### src/rtl/cam_bucket_ctrl.sv
// Session-table bucket controller: hashes keys to a direct-mapped RAM bucket and
// performs lookup/insert/delete with a valid/ready request and response channel.
module cam_bucket_ctrl #(
  parameter int A = 9,
  parameter int K = 48,
  parameter int V = 14,
  parameter int D = 64
) (
  input  logic         i_Clk,
  input  logic         i_Rst,
  input  logic         i_ReqValid,
  output logic         o_ReqReady,
  input  logic [1:0]   i_ReqOp,
  input  logic [K-1:0] i_ReqKey,
  input  logic [V-1:0] i_ReqValue,
  output logic         o_RespValid,
  input  logic         i_RespReady,
  output logic [1:0]   o_RespOp,
  output logic         o_RespHit,
  output logic [V-1:0] o_RespValue,
  output logic         o_InitDone,
  output logic         o_RwEnb,
  output logic [A-1:0] o_RwAddr,
  output logic [D-1:0] o_RwData,
  input  logic [D-1:0] i_RwDataOut,
  output logic         o_WrEnb,
  output logic [A-1:0] o_WrAddr,
  output logic [D-1:0] o_WrData
);

  localparam int NCHUNK = (K + A - 1) / A;
  localparam int KPW    = NCHUNK * A;

  typedef enum logic [2:0] {INIT, IDLE, READ, EVAL, RESP} state_t;

  state_t         r_state;
  logic [1:0]     r_op;
  logic [K-1:0]   r_key;
  logic [V-1:0]   r_value;
  logic           r_ReqReady;
  logic           r_RespValid;
  logic [1:0]     r_RespOp;
  logic           r_RespHit;
  logic [V-1:0]   r_RespValue;
  logic           r_InitDone;
  logic [A-1:0]   r_RwAddr;
  logic           r_WrEnb;
  logic [A-1:0]   r_WrAddr;

  logic [KPW-1:0] w_keyPad;
  logic [A-1:0]   w_hash;
  logic           w_stValid;
  logic [K-1:0]   w_stKey;
  logic [V-1:0]   w_stValue;
  logic           w_match;
  logic [D-1:0]   w_newEntry;
  logic           w_wrEn;
  logic [D-1:0]   w_wrData;
  logic           w_hit;
  logic [V-1:0]   w_value;

  // Bucket address: XOR of A-bit key chunks, top chunk zero-padded.
  always_comb begin
    w_keyPad = KPW'(i_ReqKey);
    w_hash   = '0;
    for (int i = 0; i < NCHUNK; i++) begin
      w_hash = w_hash ^ w_keyPad[i*A +: A];
    end
  end

  assign w_stValid  = i_RwDataOut[K+V];
  assign w_stKey    = i_RwDataOut[K+V-1:V];
  assign w_stValue  = i_RwDataOut[V-1:0];
  assign w_match    = w_stValid && (w_stKey == r_key);
  assign w_newEntry = D'({1'b1, r_key, r_value});

  always_comb begin
    w_wrEn   = 1'b0;
    w_wrData = '0;
    w_hit    = 1'b0;
    w_value  = '0;
    case (r_op)
      2'd0: begin
        w_hit   = w_match;
        w_value = w_match ? w_stValue : '0;
      end
      2'd1: begin
        if (!w_stValid || w_match) begin
          w_wrEn   = 1'b1;
          w_wrData = w_newEntry;
          w_hit    = 1'b1;
          w_value  = r_value;
        end else begin
          w_value  = w_stValue;
        end
      end
      2'd2: begin
        if (w_match) begin
          w_wrEn  = 1'b1;
          w_hit   = 1'b1;
          w_value = w_stValue;
        end
      end
      default: ;
    endcase
  end

  always_ff @(posedge i_Clk) begin
    if (i_Rst) begin
      r_state     <= INIT;
      r_op        <= '0;
      r_key       <= '0;
      r_value     <= '0;
      r_ReqReady  <= 1'b0;
      r_RespValid <= 1'b0;
      r_RespOp    <= '0;
      r_RespHit   <= 1'b0;
      r_RespValue <= '0;
      r_InitDone  <= 1'b0;
      r_RwAddr    <= '0;
      r_WrEnb     <= 1'b0;
      r_WrAddr    <= '0;
    end else begin
      case (r_state)
        // WrEnb low marks the first INIT cycle; WrAddr doubles as the clear counter.
        INIT: begin
          if (r_WrEnb && (r_WrAddr == '1)) begin
            r_WrEnb    <= 1'b0;
            r_WrAddr   <= '0;
            r_InitDone <= 1'b1;
            r_ReqReady <= 1'b1;
            r_state    <= IDLE;
          end else if (!r_WrEnb) begin
            r_WrEnb  <= 1'b1;
            r_WrAddr <= '0;
          end else begin
            r_WrAddr <= r_WrAddr + 1'b1;
          end
        end
        IDLE: begin
          if (i_ReqValid) begin
            r_op       <= i_ReqOp;
            r_key      <= i_ReqKey;
            r_value    <= i_ReqValue;
            r_RwAddr   <= w_hash;
            r_ReqReady <= 1'b0;
            r_state    <= READ;
          end
        end
        READ: r_state <= EVAL;
        EVAL: begin
          r_RespValid <= 1'b1;
          r_RespOp    <= r_op;
          r_RespHit   <= w_hit;
          r_RespValue <= w_value;
          r_state     <= RESP;
        end
        RESP: begin
          if (i_RespReady) begin
            r_RespValid <= 1'b0;
            r_ReqReady  <= 1'b1;
            r_state     <= IDLE;
          end
        end
        default: r_state <= INIT;
      endcase
    end
  end

  // The EVAL write depends on same-cycle read data, so it is decoded, and reset kills it.
  assign o_RwEnb     = (r_state == EVAL) && !i_Rst && w_wrEn;
  assign o_RwData    = o_RwEnb ? w_wrData : '0;
  assign o_RwAddr    = r_RwAddr;
  assign o_ReqReady  = r_ReqReady;
  assign o_RespValid = r_RespValid;
  assign o_RespOp    = r_RespOp;
  assign o_RespHit   = r_RespHit;
  assign o_RespValue = r_RespValue;
  assign o_InitDone  = r_InitDone;
  assign o_WrEnb     = r_WrEnb;
  assign o_WrAddr    = r_WrAddr;
  assign o_WrData    = '0;

endmodule

### config.mk
export PLATFORM = sky130hd
export DESIGN_NAME = cam_bucket_ctrl
export DESIGN_NICKNAME = d
export VERILOG_FILES = /design/src/rtl/cam_bucket_ctrl.sv
export SDC_FILE = /design/constraint.sdc
export NUM_CORES = 1
export LEC_CHECK = 0
export BUFFER_PORTS_ARGS = -buffer_cell sky130_fd_sc_hd__buf_4
export CORE_ASPECT_RATIO = 0.5
export CORE_MARGIN = 2
export CORE_UTILIZATION = 50
export CTS_CLUSTER_SIZE = 28
export DETAILED_ROUTE_END_ITERATION = 16
export PLACE_DENSITY = 0.86
export SYNTH_ARGS = -nofsm -noshare
export SYNTH_HDL_FRONTEND = slang
export SYNTH_SLANG_ARGS = --single-unit
### constraint.sdc
create_clock -name i_Clk -period 5.35 [get_ports i_Clk]
set_input_delay 1.07 -clock i_Clk [delete_from_list [all_inputs] [get_ports i_Clk]]
set_output_delay 1.07 -clock i_Clk [all_outputs]
set_load 0.02 [all_outputs]
==> impl_results.md, run 1 <==
* Tightest hold margin at 0.453 ns
* # nets final at 1126
* Main flop type after synthesis: dfxtp_1
* 1st-iter DRT viols at 385
* Die extent in x at roughly 160 um
* Final setup violation count at 0
* First-pass GRT wire length at 27400 um
* Fillcell total at approximately 1000
* Top-Level Pins at 300
* H-tree depth at 3
* Largest net degree at the start of global routing at 95
* Capture point of the worst reg-to-reg path: o_RespValue[4]
* P_sw at about 0.44 mW
* Hold Fails Final Rpt at 0
* DP HPWL at ~14000 um
* Pwr/cell area at 209 nW/um2
* Hold Path Class: flip-flop to flip-flop
* Ranking of synthesized cells by area: dfxtp_1 (35%), nand2_1 (11%), buf_4 (8.0%)
* Die Y at 82.0 um
* RSZ-0062 raised after global routing: false
* Die area at approximately 13000 um2
* TNS Setup at 0 ns
* Worst Path Required at 4.28 ns
* Tot Pwr at 1.66 mW
* Routed WL at 18300 um
* Postcts setup bufs at 0
* Share of layout cells above drive strength 1 at 26.3%
* Placed cell area at between 7000 and 8000 um2
* Part of the cycle the worst path needs at between 80% and 90%
* Core area at 11800 um2
* Design area at around 7900 um2
* CTS tree: yes
* Worst-path fanout max at 52
* Synth area leader: dfxtp_1
* Routed len/inst at between 15 and 20 um
* Root Buffer: clkbuf_16
* Synth Register Bits at 106
* CP max stage delay at about 0.56 ns
* Sw frac at 26.6%
* CP cell instances: buf_4, xor2_1, nor4_1, and4_1, a41oi_4, nor2_4, buf_12, and2_1, buf_4
* Synthesized cell area at 6080 um2
* Final ANT Viol Nets at 0
* Max VDD drop at roughly 150 uV
* GRT overflow at 0
* Bufs on Longest Clock Path at 2
* Vias post-DR at a little under 6000
* Most common cell on crit path: buf_4
* Slowest stage cell, crit path: nor4_1
* Pint at 1.22 mW
* Top cells by count, synth: nand2_1 (171), dfxtp_1 (106), a21oi_1 (85), and2_1 (65), buf_4 (65)
* Vias in the first global route at between 5000 and 6000
* Syn avg cell area at 7.75 um2
* Finished Layout Cells at 1158
* WP data arrival at 3.51 ns
* Syn-to-layout area delta at 30.8%
* Gr usage total at 26.5%
* Critical path type: input pin to output port
* CP startpoint kind: input pin
* DR vias/cell at 5.13
* Post-cts hold buffer count at 0
* Input/output buffers at about 230
* Placed insts at 1142
* Post-Place Setup Slack at just over 0.8 ns
* Post-layout util at 67.1%
* Pre-Repair DR Iteration Count at 5
* R2r setup slk at 2.72 ns
* Yosys warning count at 0
* Setup crit end kind: output port
* Share of power burned in registers at 47.6%
* Count leader, synth: nand2_1
* Minimum clock period at 4.58 ns
* R2r startpoint: r_key[47]
* Worst-path clk slew at approximately 0.07 ns
* Synth cell types at 38
* Post-CTS sizing at 0
* Comb pwr share at 13.5%
* Initial antenna violation count at 0
* Gpl congestion at 0.899
* Post-route DRC at 0
* Post-synth EDFFs at 0
* Worst-Margin Slew at 0.998 ns
* Fmax at 219 MHz
* Status: complete, no violations
* Hold EP: o_RwAddr[5]
* Clock power frac at approximately 40%
* Final Max Tran Viols at 0
* MaxCap Viol Count at 0
* Clock sink total at 106
* CTS buffer count at 9
* R2r worst-path depth at 6
* FFs w/ async S/R, synth at 0%
* Cell depth of the worst hold path at 2
* P_leak at 3.37 nW
* Core Rows at 28
* Yosys top cell area share at 34.9%
* Rel. slew slack at approximately 33%
* Final Skew at 0.00949 ns
* Hold wc startpoint: o_RwAddr[5]
* Clk_lat worst skew at roughly 0.35 ns
* Initial Util at approximately half
* Register area share after synthesis at 34.9%
* Ant. Diodes at 0
* Cell count after synthesis at 784
* Final WS setup at 0.775 ns
[power by group through the flow]
stage	logic, mW	registers, mW	clock network (mW)
final	0.223	0.791	0.646
after global routing	0.238	0.791	0.689
after CTS	0.222	0.791	0.656
after detailed placement	0.221	0.809	0
after global placement	0.220	0.809	0
after floorplan	0.151	0.811	0
[final cells by class]
class | instances | area (um2) | share of cell area, %
Clock buffer | 9 | 225 | 2.83
Sequential cell | 106 | 2120 | 26.7
Timing Repair Buffer | 238 | 1800 | 22.6
Multi-Input combinational cell | 629 | 3510 | 44.2
Clock inverter | 7 | 63.8 | 0.803
Tap cell | 165 | 206 | 2.60
Inverter | 4 | 15.0 | 0.189
[per-layer routing]
metal / routed length, um / share of wire (%) / GRT usage (%)
met5: 0 / 0 / 0
met4: 467 / 2.6 / 8.83
met3: 1200 / 6.6 / 6.36
met2: 8970 / 49 / 46.8
met1: 7620 / 42 / 32.5
[worst max-delay path, delay by kind of cell]
kind | cells | cell delay [ns]
AOI/OAI and AO/OA | 1 | 0.23
xor gates and xnor gates | 1 | 0.13
buffers and inverters | 3 | 0.52
and+or+nand+nor | 4 | 1.52
[registers in the layout, indices dropped and copies added (netlist names), 2 cells and up]
| name | count |
|---|---|
| r_key | 48 |
| r_op | 2 |
| o_WrAddr | 9 |
| r_value | 14 |
| o_RespOp | 2 |
| o_RwAddr | 9 |
| o_RespValue | 14 |
| r_state | 3 |
[how the worst max path moves through the flow]
stage	to	slack [ns]	depth (start not counted)	start
2_1_floorplan	o_RwData[53]	1.67	7	i_RwDataOut[56]
3_3_place_gp	o_RwData[36]	0.86	9	i_RwDataOut[39]
3_5_place_dp	o_RwData[36]	0.81	9	i_RwDataOut[39]
4_1_cts	o_RwData[36]	0.80	9	i_RwDataOut[39]
5_1_grt	o_RwData[33]	0.61	9	i_RwDataOut[39]
6_report	o_RwData[36]	0.77	9	i_RwDataOut[61]
[layout by cell type (no fill, tap or decap), types with 2 or more instances in the layout]
| master | netlist | layout |
|---|---|---|
| o21ai_0 | 31 | 31 |
| clkbuf_16 | 0 | 9 |
| nand4_1 | 6 | 6 |
| nor2b_1 | 3 | 3 |
| o2111ai_1 | 8 | 8 |
| a31o_1 | 6 | 6 |
| ha_1 | 6 | 6 |
| and2_1 | 65 | 64 |
| a21oi_1 | 85 | 85 |
| nor3_1 | 5 | 5 |
| inv_1 | 4 | 4 |
| nand2_1 | 171 | 170 |
| conb_1 | 1 | 65 |
| and3_1 | 6 | 6 |
| nand3_1 | 10 | 10 |
| nor2_1 | 29 | 29 |
| a41oi_1 | 8 | 8 |
| buf_4 | 65 | 237 |
| xnor2_1 | 55 | 55 |
| a211oi_1 | 4 | 4 |
| xor2_1 | 32 | 32 |
| a22oi_1 | 10 | 10 |
| mux2i_1 | 2 | 2 |
| nor4_1 | 8 | 8 |
| and4_1 | 3 | 3 |
| clkinv_4 | 0 | 5 |
| nand3b_1 | 2 | 2 |
| dfxtp_1 | 106 | 106 |
[logic make-up (layout without fill, tap and decap cells)]
kind of cell             after synthesis  count (layout)  synth area share, %
AO/OA/AOI/OAI                        155             155                 15.2
XOR/XNOR                              87              87                 12.5
adder cells (fa/ha/maj)                6               6                 1.24
buffers and inverters                113             258                 11.3
flip-flops                           106             106                 34.9
multiplexers                           2               2                0.330
other                                  1              65               0.0617
AND/OR/NAND/NOR                      314             314                 24.4
No activity file was read; power rests on OpenSTA's default activity.
==> run 2, diff against run 1 <==
CORE_MARGIN = unset   (was 2)
==> impl_results.md, run 2 (same netlist as run 1, synthesis figures left out) <==
* Met2 usage at 45.9%
* Minimum clock period at 4.54 ns
* Number of flip-flops under the largest register name at 48
* First-pass GRT wire length at 26500 um
* Gr usage total at 27.2%
* Rel. slew slack at 30.5%
* Initial Util at 51.3%
* Final Max Tran Viols at 0
* Cell depth of the worst hold path at 2
* Crit path max-delay family: simple AND/OR/NAND/NOR gates
* Die Y at 80.0 um
* R2r worst-path depth at 6
* Slowest stage cell, crit path: nor4_1
* Initial antenna violation count at 0
* TNS Setup at 0 ns
* Final ANT Viol Nets at 0
* R2r startpoint: r_key[45]
* Status: complete, no violations
* DP HPWL at 13400 um
* Hold wc startpoint: o_RwAddr[3]
* GR peak layer: met2
* Routing usage on met1 at 34.1%
* Final setup violation count at 0
* CP max stage delay at 0.71 ns
* R2r setup slk at ~2.6 ns
* WP data arrival at approximately 3.5 ns
* Routed len/inst at 15.3 um
* Vias in the first global route at around 5300
* 1st-iter DRT viols at 401
* Syn-to-layout area delta at 31.0%
* Bufs on Longest Clock Path at 2
* Die extent in x at 158 um
* Most common cell on crit path: buf_4
* Core Rows at 28
* Tot Pwr at roughly 1.7 mW
* Share of layout cells above drive strength 1 at 26.4%
* CP startpoint: i_RwDataOut[36]
* Core area at 11800 um2
* Gpl congestion at 0.845
* # nets final at about 1100
* Critical path type: input pin to output port
* Root Buffer: clkbuf_16
* Fmax at 220 MHz
* Most common cell after layout, fill and taps aside: buf_4
* Final Skew at approximately 0.0077 ns
* DR vias/cell at between 5 and 6
* CP bufs+invs at 3
* Routed WL at 17700 um
* MaxCap Viol Count at 0
* Capture point of the worst reg-to-reg path: o_RespValue[4]
* P_leak at roughly 3.4 nW
* Worst-Margin Slew at 1.04 ns
* Input/output buffers at 233
* Hold Path Class: flip-flop to flip-flop
* Die area at 12600 um2
* Commonest cells after routing, fill and taps aside: buf_4 (239), nand2_1 (170), dfxtp_1 (106)
* Setup crit end kind: output port
* Pwr/cell area at 213 nW/um2
* Largest net degree at the start of global routing at 95
* Hold Fails Final Rpt at 0
* Worst-path clk slew at 0.07 ns
* Hold EP: o_RwAddr[3]
* Clk_lat worst skew at approximately 0.35 ns
* RSZ-0062 raised after global routing: false
* Worst-path fanout max at 35
* Post-route DRC at 0
* CTS tree: yes
* CP startpoint kind: input pin
* GRT overflow at 0
* Max VDD drop at 155 uV
* Met3 Usage GRT at under 10%
* Pre-Repair DR Iteration Count at 5
* CP cell instances: buf_4, xor2_1, nor4_1, and4_1, a41oi_4, nor2_4, buf_4, and2_1, buf_4
* Clock sink total at 106
* Part of the cycle the worst path needs at 84.8%
* Top reg by flops: r_key
* Worst Path Required at 4.28 ns
* Post-cts hold buffer count at 0
* CTS buffer count at 9
* Top-Level Pins at 300
* H-tree depth at 3
* Post-CTS sizing at 0
* Vias post-DR at 5956
* Postcts setup bufs at 0
run 2: changes by cell type in the layout (fill, tap and decap cells not counted), sizes merged:
cell | previous run | this run
clkinv | 5 | 3
clkinvlp | 0 | 2
buf | 238 | 239
bufinv | 0 | 1
diode | 0 | 1
inv | 6 | 5
run 2: power by group:
part,internal (mW),switching [mW],leakage (nW)
registers,0.789,0.00152,0.854
clock network,0.367,0.311,0.144
logic,0.104,0.119,2.38
run 2: worst max path at each step:
stage	endpoint	slack, ns	cells past startpoint
after floorplan	o_RwData[53]	1.67	7
after global placement	o_RwData[35]	0.93	9
after detailed placement	o_RwData[37]	0.90	9
after CTS	o_RwData[37]	0.91	9
after global routing	o_RwData[52]	0.73	9
final	o_RwData[39]	0.81	9
run 2: worst reg2reg max path, cell delays in order, from the launching register on:
cell	delay, ns
dfxtp_1	0.36
xor2_1	0.18
nor4_1	0.68
nand4_1	0.63
nor2_2	0.51
nand3_1	0.15
a41oi_1	0.20
run 2: metrics by stage:
step	util [%]	hold WS (ns)	cells	cell area, um2	setup WS (ns)
global route	67.2	0.476	1159	7960	0.728
floorplan	-	0.445	848	6320	1.67
detailed placement	64.6	0.453	1143	7650	0.902
CTS	67.2	0.463	1159	7960	0.908
finish	67.2	0.457	1160	7960	0.811
global placement	64.6	0.440	1143	7650	0.934
run 2: final cells by class:
cell class	instances	area (um2)
multi-input cells	629	3510
fillers	1025	3880
inverters	4	15.0
flip-flops and latches	106	2120
well taps	165	206
repair buffers	239	1790
clock inverters	7	78.8
clock buffers	9	225
diodes	1	2.50
run 2: per-layer routing:
| layer | wire length (um) | share of wire, % | vias to the layer above |
|---|---|---|---|
| li1 | - | - | 2891 |
| met1 | 7540 | 43 | 2804 |
| met2 | 8660 | 49 | 231 |
| met3 | 1180 | 6.6 | 30 |
| met4 | 329 | 1.9 | 0 |
| met5 | 0 | 0 | - |
==> run 3, diff against run 2 <==
CORE_UTILIZATION = 47   (was 50)
PLACE_DENSITY = 0.82   (was 0.86)
clock period = 4.22 ns   (was 5.35 ns; I/O delays follow)
==> impl_results.md, run 3 (same netlist as run 1, synthesis figures left out) <==
* Core Rows at 28
* Final Skew at 0.0155 ns
* Share of power burned in registers at 47.7%
* Placed insts at ~1100
* Post-Place Setup Slack at 0.430 ns
* Top reg by flops: r_key
* Share of layout cells above drive strength 1 at about a quarter
* Gpl congestion at between 0.9 and 1
* Rel. slew slack at 31.1%
* Setup crit end kind: output port
* RSZ-0062 raised after global routing: false
* Final ANT Viol Nets at 0
* Cell depth of the worst hold path at 2
* MaxCap Viol Count at 0
* Fillcell total at 1086
* # nets final at 1131
* Routed WL at 18500 um
* Worst-Margin Slew at 1.03 ns
* 1st-iter DRT viols at 595
* WP data arrival at 2.96 ns
* Input/output buffers at 233
* Finished Layout Cells at 1163
* Root Buffer: clkbuf_16
* CP startpoint kind: input pin
* R2r setup slk at 1.70 ns
* Die area at 13400 um2
* Postcts setup bufs at 0
* Number of flip-flops under the largest register name at 48
* R2r startpoint: r_key[29]
* P_sw at roughly 0.56 mW
* Status: complete, no violations
* Most common cell after layout, fill and taps aside: buf_4
* Clock power frac at 38.7%
* Sw frac at 26.7%
* Top-Level Pins at 300
* Initial antenna violation count at 0
* Hold Path Class: flip-flop to flip-flop
* Hold wc startpoint: o_RwAddr[7]
* Critical path type: input pin to output port
* Vias in the first global route at 5235
* Fmax at 263 MHz
* Capture point of the worst reg-to-reg path: o_RespValue[12]
* Placed cell area at 7690 um2
* H-tree depth at 3
* Minimum clock period at 3.81 ns
* CTS buffer count at 9
* Worst-path clk slew at ~0.07 ns
* GRT overflow at 0
* Worst-path fanout max at 17
* Final Max Tran Viols at 0
* TNS Setup at 0 ns
* Clock sink total at 106
* Max VDD drop at 188 uV
* Final setup violation count at 0
* R2r worst-path depth at 6
* Ant. Diodes at 0
* Largest net degree at the start of global routing at 95
* Routed len/inst at 15.9 um
* Pre-Repair DR Iteration Count at 5
* Pint at 1.54 mW
* Clk_lat worst skew at 0.35 ns
* P_leak at 3.40 nW
* Gr usage total at 25.8%
* Hold EP: o_RwAddr[7]
* Design area at roughly 8000 um2
* Worst Path Required at 3.38 ns
* Post-route DRC at 0
* Syn-to-layout area delta at 31.2%
* DR vias/cell at 5.13
* Part of the cycle the worst path needs at between 90% and 100%
* Die Y at 82.4 um
* Final WS setup at ~0.41 ns
* Comb pwr share at 13.6%
* Core area at 12200 um2
* Initial Util at between 40 and 50%
* First-pass GRT wire length at 26600 um
* Post-layout util at 65.4%
* DP HPWL at 14000 um
* Pwr/cell area at 263 nW/um2
* Bufs on Longest Clock Path at 2
* Commonest cells after routing, fill and taps aside: buf_4 (242), nand2_1 (170), dfxtp_1 (106)
* CTS tree: yes
* Post-CTS sizing at 0
* Die extent in x at roughly 160 um
* Hold Fails Final Rpt at 0
* Vias post-DR at approximately 6000
* Post-cts hold buffer count at 0
[run 3: changes by cell type in the layout (fill, tap and decap cells not counted)]
cell	previous run	this run
clkinvlp_4	2	1
clkinv_2	1	2
buf_12	0	1
bufinv_16	1	0
clkinv_4	2	3
buf_4	239	242
diode_2	1	0
[run 3: layout make-up]
cell class | count | area, um2 | area share, %
well taps | 165 | 206 | 2.59
repair buffers | 243 | 1840 | 23.0
flip-flops and latches | 106 | 2120 | 26.6
inverters | 4 | 15.0 | 0.188
clock buffers | 9 | 225 | 2.82
multi-input cells | 629 | 3510 | 44.1
clock inverters | 7 | 55.1 | 0.690
[run 3: critical path, cell delays in order]
cell,delay (ns)
buf_4,0.11
xor2_1,0.15
nor4_1,0.37
buf_4,0.20
and4_1,0.31
a41oi_4,0.23
nor2_4,0.19
buf_4,0.24
and2_1,0.17
buf_4,0.14
[run 3: worst max-delay path by stage]
stage	slack (ns)	to	from	depth (start not counted)
after CTS	0.43	o_RwData[57]	i_RwDataOut[39]	10
after detailed placement	0.43	o_RwData[57]	i_RwDataOut[61]	10
after floorplan	0.99	o_RwData[53]	i_RwDataOut[56]	7
after global routing	0.32	o_RwData[55]	i_RwDataOut[61]	10
after global placement	0.45	o_RwData[57]	i_RwDataOut[39]	10
final	0.41	o_RwData[57]	i_RwDataOut[39]	10
[run 3: metrics by stage]
step / hold slack (ns) / total power, mW
5_1_grt: 0.475 / 2.16
3_5_place_dp: 0.445 / 1.31
4_1_cts: 0.453 / 2.11
3_3_place_gp: 0.441 / 1.31
2_1_floorplan: 0.445 / 1.22
6_report: 0.455 / 2.10
[run 3: power groups by stage]
stage	Combinational [mW]	Sequential, mW	Clock, mW
final	0.286	1.00	0.811
after global routing	0.305	1.00	0.854
after CTS	0.284	1.00	0.820
after detailed placement	0.282	1.03	0
after global placement	0.280	1.03	0
after floorplan	0.192	1.03	0
[run 3: per-layer routing]
metal / global-route usage (%) / wire, um / up-vias
li1: - / - / 2892
met1: 31.8 / 7630 / 2800
met2: 45.7 / 9200 / 253
met3: 6.24 / 1450 / 24
met4: 6.92 / 233 / 0
met5: 0 / 0 / -
